### src/rtl/spi_reg_bank.sv
// SPI register bank: decodes command bytes from an upstream SPI slave and
// serves an 8-entry register map (ID, live status, six RW control registers)
// with auto-incrementing burst reads and writes.
module spi_reg_bank #(
    parameter logic [7:0] ID       = 8'hA5,
    parameter logic [7:0] CTRL_RST = 8'h00
) (
    input  logic       clk,
    input  logic       rst_n,
    input  logic       sel_n,
    input  logic       rx_valid,
    input  logic [7:0] rx_data,
    output logic [7:0] tx_data,
    input  logic [7:0] status_in,
    output logic [7:0] ctrl_out,
    output logic       wr_strobe,
    output logic [2:0] wr_addr,
    output logic [7:0] err_count
);

    typedef enum logic [2:0] {
        ST_IDLE  = 3'd0,
        ST_CMD   = 3'd1,
        ST_WRITE = 3'd2,
        ST_READ  = 3'd3,
        ST_DROP  = 3'd4
    } state_t;

    state_t      state_r;
    logic [2:0]  ptr_r;
    // Set once sel_n has been seen high after reset; a frame that was cut by
    // reset must fully end before a new command is accepted.
    logic        armed_r;
    logic [7:0]  regs_r [2:7];
    logic [7:0]  tx_data_r;
    logic [7:0]  err_count_r;
    logic        wr_strobe_r;
    logic [2:0]  wr_addr_r;

    logic [2:0]  rd_addr_s;
    logic [7:0]  rd_data_s;
    logic        wr_en_s;
    logic        cmd_bad_s;

    assign tx_data   = tx_data_r;
    assign ctrl_out  = regs_r[2];
    assign wr_strobe = wr_strobe_r;
    assign wr_addr   = wr_addr_r;
    assign err_count = err_count_r;

    assign cmd_bad_s = (rx_data[6:3] != 4'd0);
    assign wr_en_s   = (state_r == ST_WRITE) && rx_valid && !sel_n && (ptr_r >= 3'd2);

    // Pick the address to read: the command's start address, else the next burst slot.
    always_comb begin
        rd_addr_s = ptr_r + 3'd1;
        if (state_r == ST_CMD) begin
            rd_addr_s = rx_data[2:0];
        end else begin
            rd_addr_s = ptr_r + 3'd1;
        end
    end

    // Register map read multiplexer; status is sampled live at read time.
    always_comb begin
        rd_data_s = 8'h00;
        case (rd_addr_s)
            3'd0:    rd_data_s = ID;
            3'd1:    rd_data_s = status_in;
            3'd2:    rd_data_s = regs_r[2];
            3'd3:    rd_data_s = regs_r[3];
            3'd4:    rd_data_s = regs_r[4];
            3'd5:    rd_data_s = regs_r[5];
            3'd6:    rd_data_s = regs_r[6];
            3'd7:    rd_data_s = regs_r[7];
            default: rd_data_s = 8'h00;
        endcase
    end

    // Writable register storage (addresses 2..7).
    always_ff @(posedge clk) begin
        if (!rst_n) begin
            for (int i = 2; i < 8; i++) begin
                regs_r[i] <= CTRL_RST;
            end
        end else begin
            for (int i = 2; i < 8; i++) begin
                if (wr_en_s && (ptr_r == 3'(i))) begin
                    regs_r[i] <= rx_data;
                end else begin
                    regs_r[i] <= regs_r[i];
                end
            end
        end
    end

    // Frame FSM with burst pointer, read data, write strobe and error counter.
    always_ff @(posedge clk) begin
        if (!rst_n) begin
            state_r     <= ST_IDLE;
            ptr_r       <= 3'd0;
            armed_r     <= 1'b0;
            tx_data_r   <= 8'h00;
            wr_strobe_r <= 1'b0;
            wr_addr_r   <= 3'd0;
            err_count_r <= 8'h00;
        end else begin
            wr_strobe_r <= 1'b0;
            if (sel_n) begin
                // Frame ends; any byte arriving on this same edge is dropped.
                state_r   <= ST_IDLE;
                armed_r   <= 1'b1;
                tx_data_r <= 8'h00;
            end else begin
                case (state_r)
                    ST_IDLE: begin
                        tx_data_r <= 8'h00;
                        if (armed_r) begin
                            state_r <= ST_CMD;
                        end else begin
                            state_r <= ST_IDLE;
                        end
                    end
                    ST_CMD: begin
                        if (rx_valid) begin
                            if (cmd_bad_s) begin
                                state_r   <= ST_DROP;
                                tx_data_r <= 8'h00;
                                if (err_count_r != 8'hFF) begin
                                    err_count_r <= err_count_r + 8'd1;
                                end else begin
                                    err_count_r <= err_count_r;
                                end
                            end else if (rx_data[7]) begin
                                state_r   <= ST_WRITE;
                                ptr_r     <= rx_data[2:0];
                                tx_data_r <= 8'h00;
                            end else begin
                                state_r   <= ST_READ;
                                ptr_r     <= rx_data[2:0];
                                tx_data_r <= rd_data_s;
                            end
                        end else begin
                            tx_data_r <= 8'h00;
                        end
                    end
                    ST_WRITE: begin
                        tx_data_r <= 8'h00;
                        if (rx_valid) begin
                            // Addresses 0 and 1 are read-only: skip but still advance.
                            if (ptr_r >= 3'd2) begin
                                wr_strobe_r <= 1'b1;
                                wr_addr_r   <= ptr_r;
                            end else begin
                                wr_strobe_r <= 1'b0;
                            end
                            ptr_r <= ptr_r + 3'd1;
                        end else begin
                            ptr_r <= ptr_r;
                        end
                    end
                    ST_READ: begin
                        if (rx_valid) begin
                            ptr_r     <= ptr_r + 3'd1;
                            tx_data_r <= rd_data_s;
                        end else begin
                            tx_data_r <= tx_data_r;
                        end
                    end
                    ST_DROP: begin
                        tx_data_r <= 8'h00;
                    end
                    default: begin
                        state_r   <= ST_IDLE;
                        tx_data_r <= 8'h00;
                    end
                endcase
            end
        end
    end

endmodule

### config.mk
export PLATFORM = sky130hd
export DESIGN_NAME = spi_reg_bank
export DESIGN_NICKNAME = d
export VERILOG_FILES = /design/src/rtl/spi_reg_bank.sv
export SDC_FILE = /design/constraint.sdc
export NUM_CORES = 1
export LEC_CHECK = 0
export CORE_AREA = 2 2 111 102
export DETAILED_ROUTE_END_ITERATION = 10
export DIE_AREA = 0 0 113 104
export GPL_TIMING_DRIVEN = 0
export SLEW_MARGIN = 10
export SYNTH_ARGS = -nofsm -noshare
export SYNTH_HDL_FRONTEND = slang
export SYNTH_SLANG_ARGS = --single-unit
### constraint.sdc
create_clock -name clk -period 2.6 [get_ports clk]
set_input_delay 0.39 -clock clk [delete_from_list [all_inputs] [get_ports clk]]
set_output_delay 0.39 -clock clk [all_outputs]
set_load 0.02 [all_outputs]
### Word level (Yosys, flattened, before mapping)

Memories as Yosys holds them, arrays and structs flattened.
Cells that the tools add are included.

| word-level totals | value |
|---|---|
| bits in registers | 27 |
| bits in writable memories | 48 |
| input bits | 20 |
| logic and storage cells | 138 |
| memories | 1 |

Memory list:

| name | words | bits a word | rd ports | clocked after memory_dff | write ports | RTL line | text |
|---|---|---|---|---|---|---|---|
| regs_r | 6 | 8 | 6 | 0 | 6 | 34 | `logic [7:0] regs_r [2:7];` |

| cells by class | value |
|---|---|
| add/subtract/negate cells | 2 |
| $lt $le $gt $ge | 1 |
| equal/unequal tests | 22 |
| mux-type cells | 66 |
| bitwise operators | 17 |
| reductions and logical operators | 22 |

Operators by type and width:

| cell | count |
|---|---|
| 2-to-1 mux 8 bit | 16 |
| one-hot mux 8 bit (8 select lines) | 1 |
| 2-to-1 mux 1 bit | 40 |
| == test 3 bit, second input constant | 9 |
| == test 3 x 2 -> 1 bit, second input constant | 6 |
| 2-to-1 mux 3 bit | 6 |
| one-hot mux 8 bit (2 select lines) | 1 |
| OR 1 bit | 12 |
| AND reduction 5 bit | 2 |
| logical AND 1 bit | 9 |
| one-hot mux 3 bit (3 select lines) | 1 |
| adder 8 x 1 -> 8 bit, second input constant | 1 |
| inequality test 8 bit, second input constant | 1 |
| == test 3 x 1 -> 1 bit, second input constant | 2 |
| logical NOT 3 bit | 2 |
| inequality test 2 bit, second input constant | 3 |
| one-hot mux 3 bit (2 select lines) | 1 |
| inverter 1 bit | 5 |
| AND reduction 4 bit | 1 |
| nonzero test 4 bit | 1 |
| OR reduction 2 bit | 2 |
| OR reduction 4 bit | 1 |
| adder 3 x 1 -> 3 bit, second input constant | 1 |
| >= comparator 3 x 2 -> 1 bit, second input constant | 1 |
| other kinds (5) | 5 |

### Logic depth before layout (Yosys ltp)

Gate-level depths: netlist (run 1).

| depth | value |
|---|---|
| depth after elaboration | 10 |
| depth in mapped cells | 9 |

### Worst setup path before layout (run 1)

Ideal clock, no wire load.

| timing path | value |
|---|---|
| path type | flip-flop to flip-flop |
| start point | register ptr_r[0] |
| end point | register tx_data_r[1] (netlist: tx_data[1]) |
| library setup time | 117 ps |
| data arrival time | 1931 ps |
| required time | 2483 ps |
| path slack | 552 ps |
| stages on the path, launching flop included | 9 |
| buffers on the path | 1 |
| period minus slack after synthesis | 2048 ps |
| cell sequence | dfxtp_1 -> inv_1 -> ha_1 -> clkbuf_1 -> and2_1 -> mux2_2 -> a221oi_1 -> o211ai_1 -> a22o_1 |

| between the ends | value |
|---|---|
| longest elaborated chain between the ends | 8 |

RTL lines:

| item | RTL line | text |
|---|---|---|
| start: declaration | 30 | `logic [2:0] ptr_r;` |
| start signal: assignment | 136 | `ptr_r <= rx_data[2:0];` |
| start signal: assignment | 140 | `ptr_r <= rx_data[2:0];` |
| start signal: assignment | 157 | `ptr_r <= ptr_r + 3'd1;` |
| adder 3 x 1 -> 3 bit * | 60 | `rd_addr_s = ptr_r + 3'd1;` |
| 2-to-1 mux 3 bit * | 57 | `if (state_r == ST_CMD) begin` |
| == test 3 bit (tied with other cells) | 67 | `case (rd_addr_s)` |
| one-hot mux 8 bit (8 select lines) * | 67 |  |
| 2-to-1 mux 8 bit | 134 | `end else if (rx_data[7]) begin` |
| 2-to-1 mux 8 bit | 126 | `if (cmd_bad_s) begin` |
| 2-to-1 mux 8 bit | 125 | `if (rx_valid) begin` |
| one-hot mux 8 bit (2 select lines) * | 115 | `case (state_r)` |
| end signal: assignment | 141 | `tx_data_r <= rd_data_s;` |
| end signal: assignment | 165 | `tx_data_r <= rd_data_s;` |
| end signal: assignment | 167 | `tx_data_r <= tx_data_r;` |
| end: declaration | 35 | `logic [7:0] tx_data_r;` |

Every way passes the cells marked *; elsewhere a longest branch is shown, timed or not. The select of a mux whose other input is x is not followed.
A chain may end at the register's enable or synchronous reset.

### Worst setup path in the final report (run 1)

| timing path | value |
|---|---|
| start point | input port rst_n |
| end point | register tx_data_r[3] (netlist: tx_data[3]) |

| between the ends | value |
|---|---|
| longest elaborated chain between the ends | 2 |

RTL lines:

| item | RTL line | text |
|---|---|---|
| start: declaration | 9 | `input logic rst_n,` |
| inverter 1 bit (no line) | - |  |
| OR reduction 2 bit (no line) | - |  |

No other way between the ends.

==> metrics.txt, run 1 <==
Final nets 476; Post-CTS Setup Bufs 0; H-tree levels 3; Worst Path Max Fanout 8; CTS Sinks 75; Seq cells post-synth 75; DR vias/cell 5.43; status finished, violations left; final WL 11.0 mm; Worst Clk Skew 0.00729 ns; YS warnings 0; WS Path Type in2reg; Max Clk Rate 0.415 GHz; fin crit period 2.41 ns; power density over the cells 558 nW/um^2; count of final setup violators 0; final antenna-violating net count 0; Leak Pwr 1.98 nW; top-count cell post-synth and2_1; hpwl dp 7.84 mm; Buf/Inv on CP 1; CTS Buffer Depth 2; Initial Util 39.1%; layout cell share with drive strength beyond 1 14.5%; number of max-cap violations 0; Slew Viols, Final 0; Synth top cells by count 56 x and2_1, 48 x edfxtp_1, 28 x nand2_1; DIE WIDTH 113 um; Worst path depth 6; syn avg cell area 10.6 sq um; number of synthesized flops with an enable pin 48; FFs w/ async S/R, synth 0%; final setup margin 0.189 ns; violated checks DRC; vias in the first global route 3115; net count after synthesis 419; delay of the slowest cell on the worst path 0.70 ns; CTS Root Cell clkbuf_16; Top FF cell, synth edfxtp_1; 1st-iter DRT viols 209; core area 10600 sq um; initial antenna violation count 0; TritonCTS clock tree yes; largest cells by area after synthesis edfxtp_1 35%, dfxtp_1 13%, and2_1 8.4%, mux2i_1 3.4%, nand2_1 2.5%; top cell type's share of synthesized area 34.6%; Critical Path, Cell by Cell clkdlybuf4s50_1, or3b_1, nor4_2, nand2_1, and3_1, a2bb2oi_2; CP endpoint kind flip-flop; sequential cell area fraction in the yosys report 47.6%; routed len/inst 18.8 um; synth unique cells 63; Slew @ Worst Pin 0.905 ns; row count 36; critical path arrival 2.69 ns; post-synth top area cell edfxtp_1; Peak VDD IR 0.268 mV; CP required 2.87 ns; slew margin rel. 39.2%; GPL Wtd Cong 0.874; area of the mapped netlist 4160 sq um; Syn Inst Count 392; Clock Latency Late Sink 0.34 ns; Worst Reg2Reg Path Length in Cells 7; dpl cell area 4800 sq um; largest net degree at the start of global routing 13; global-route wire length before repair 17.5 mm; ant diodes 0; DR pass1 iterations 8; Post-Layout Inst Area 5160 sq um; Fin. Hold Viols 0; full die area 11800 sq um; total track usage 19.7%; Vias 3190; period utilization 92.7%; Worst setup SP type input pin; Worst-path clk slew 0.06 ns; DRC 4; area delta synth->final 24.1%; Place WS -0.398 ns; Hold Crit Depth 2; Die Ht 104 um; CP top delay family simple AND/OR/NAND/NOR gates; # IOs 48; slowest library cell on the worst path nor4_2; RSZ-0062 raised after global routing false; Congestion Overflow GR 0; port bufs 47; CTS buffer count 9; HP Class reg2reg
==> where the power goes <==
part | switching (mW) | internal, mW | leakage, nW | total (mW)
clock | 0.485 | 0.891 | 0.159 | 1.38
sequential | 0.0114 | 1.29 | 0.713 | 1.30
combinational | 0.119 | 0.0852 | 1.11 | 0.204
==> worst paths after layout <==
kind | start | to | slack, ns
worst max register to register | ptr_r[0] | tx_data[1] | 0.21
worst max-delay path | rst_n | tx_data[3] | 0.19
worst min register to register | tx_data[2] | tx_data[2] | 0.45
worst min-delay path | tx_data[2] | tx_data[2] | 0.45
==> layout make-up <==
class | count | area (sq um)
Multi-Input combinational cell | 269 | 1970
Tap cell | 133 | 166
Fill cell | 987 | 5470
Inverter | 20 | 75.1
Sequential cell | 75 | 1980
Buffer | 27 | 174
Clock inverter | 4 | 72.6
Timing Repair Buffer | 47 | 470
Clock buffer | 12 | 256
==> stage by stage <==
step                      instances  total power, mW  hold slack [ns]  TNS [ns]  util [%]
after floorplan                 392             1.43            0.441         0         -
final                           587             2.88            0.453         0      48.6
after global placement          572             1.52            0.445    -21.43      45.1
after detailed placement        572             1.53            0.449    -23.50      45.1
after CTS                       588             2.90            0.457         0      48.3
after global routing            587             2.96            0.481         0      48.6
==> cell families after synthesis <==
logic type / share of synthesized area, %
simple gates: 23.1
compound gates: 14.1
flops: 47.6
buf+inv: 6.04
mux: 5.74
fa+ha+maj: 2.11
xor+xnor: 1.26
==> sequential cells by signal (all words and copies together), names as in the netlist <==
register / count
regs_r: 48
ptr_r: 3
tx_data: 8
armed_r: 1
wr_strobe: 1
state_r: 3
err_count: 8
wr_addr: 3
==> tightest hold or removal path, stage by stage (launching register included) <==
cell,delay [ns]
dfxtp_1,0.31
nand2_1,0.05
o21ai_1,0.05
==> repair_timing <==
item                                   CTS  global route
endpoints found under the hold margin    0             0
gates resized for setup                  2            10
setup endpoints to repair                9            66
hold buffers                             0             0
==> placed cells by master (no fill, tap or decap), types with 4 or more instances in the layout <==
master | Yosys | layout
nand2_1 | 28 | 23
nor2_1 | 4 | 4
nand2b_1 | 11 | 11
nand3_1 | 15 | 15
clkbuf_1 | 9 | 8
a211oi_1 | 12 | 12
mux2i_1 | 14 | 13
inv_1 | 19 | 19
xor2_1 | 4 | 4
clkbuf_16 | 0 | 9
buf_6 | 4 | 4
and2_1 | 56 | 56
a21oi_1 | 16 | 15
clkdlybuf4s50_1 | 0 | 47
nor3_2 | 5 | 5
o211ai_1 | 4 | 4
and3_1 | 8 | 8
nand2_2 | 0 | 5
buf_2 | 6 | 6
edfxtp_1 | 48 | 48
mux2_2 | 5 | 5
buf_4 | 9 | 9
dfxtp_1 | 27 | 27
ha_1 | 7 | 7
o21ai_0 | 8 | 8
nor2b_1 | 7 | 7
nor3_1 | 4 | 4
==> per-layer routing <==
| metal | track usage, % | vias to the layer above | part of all wire (%) |
|---|---|---|---|
| met5 | 0 | - | 0 |
| met4 | 8.97 | 0 | 3.2 |
| met3 | 4.90 | 26 | 6.4 |
| met2 | 30.1 | 116 | 46 |
| met1 | 26.3 | 1521 | 44 |
| li1 | - | 1527 | - |
Note: power is estimated with default switching activity, not from simulation.
==> run 2: changes to the inputs <==
--- a/config.mk
+++ b/config.mk
@@ -6,8 +6,10 @@
 export NUM_CORES = 1
 export LEC_CHECK = 0
 export CORE_AREA = 2 2 111 102
+export CTS_CLUSTER_SIZE = 40
 export DETAILED_ROUTE_END_ITERATION = 10
 export DIE_AREA = 0 0 113 104
+export GPL_ROUTABILITY_DRIVEN = 0
 export GPL_TIMING_DRIVEN = 0
 export SLEW_MARGIN = 10
 export SYNTH_ARGS = -nofsm -noshare
==> results of run 2 <==
Final layout, timing and power as in run 1 (identical DEF).
==> run 3: changes to the inputs <==
--- a/config.mk
+++ b/config.mk
@@ -11,6 +11,7 @@
 export DIE_AREA = 0 0 113 104
 export GPL_ROUTABILITY_DRIVEN = 0
 export GPL_TIMING_DRIVEN = 0
+export HOLD_SLACK_MARGIN = 0.12
 export SLEW_MARGIN = 10
 export SYNTH_ARGS = -nofsm -noshare
 export SYNTH_HDL_FRONTEND = slang
==> results of run 3 <==
Final layout, timing and power as in run 1 (identical DEF).
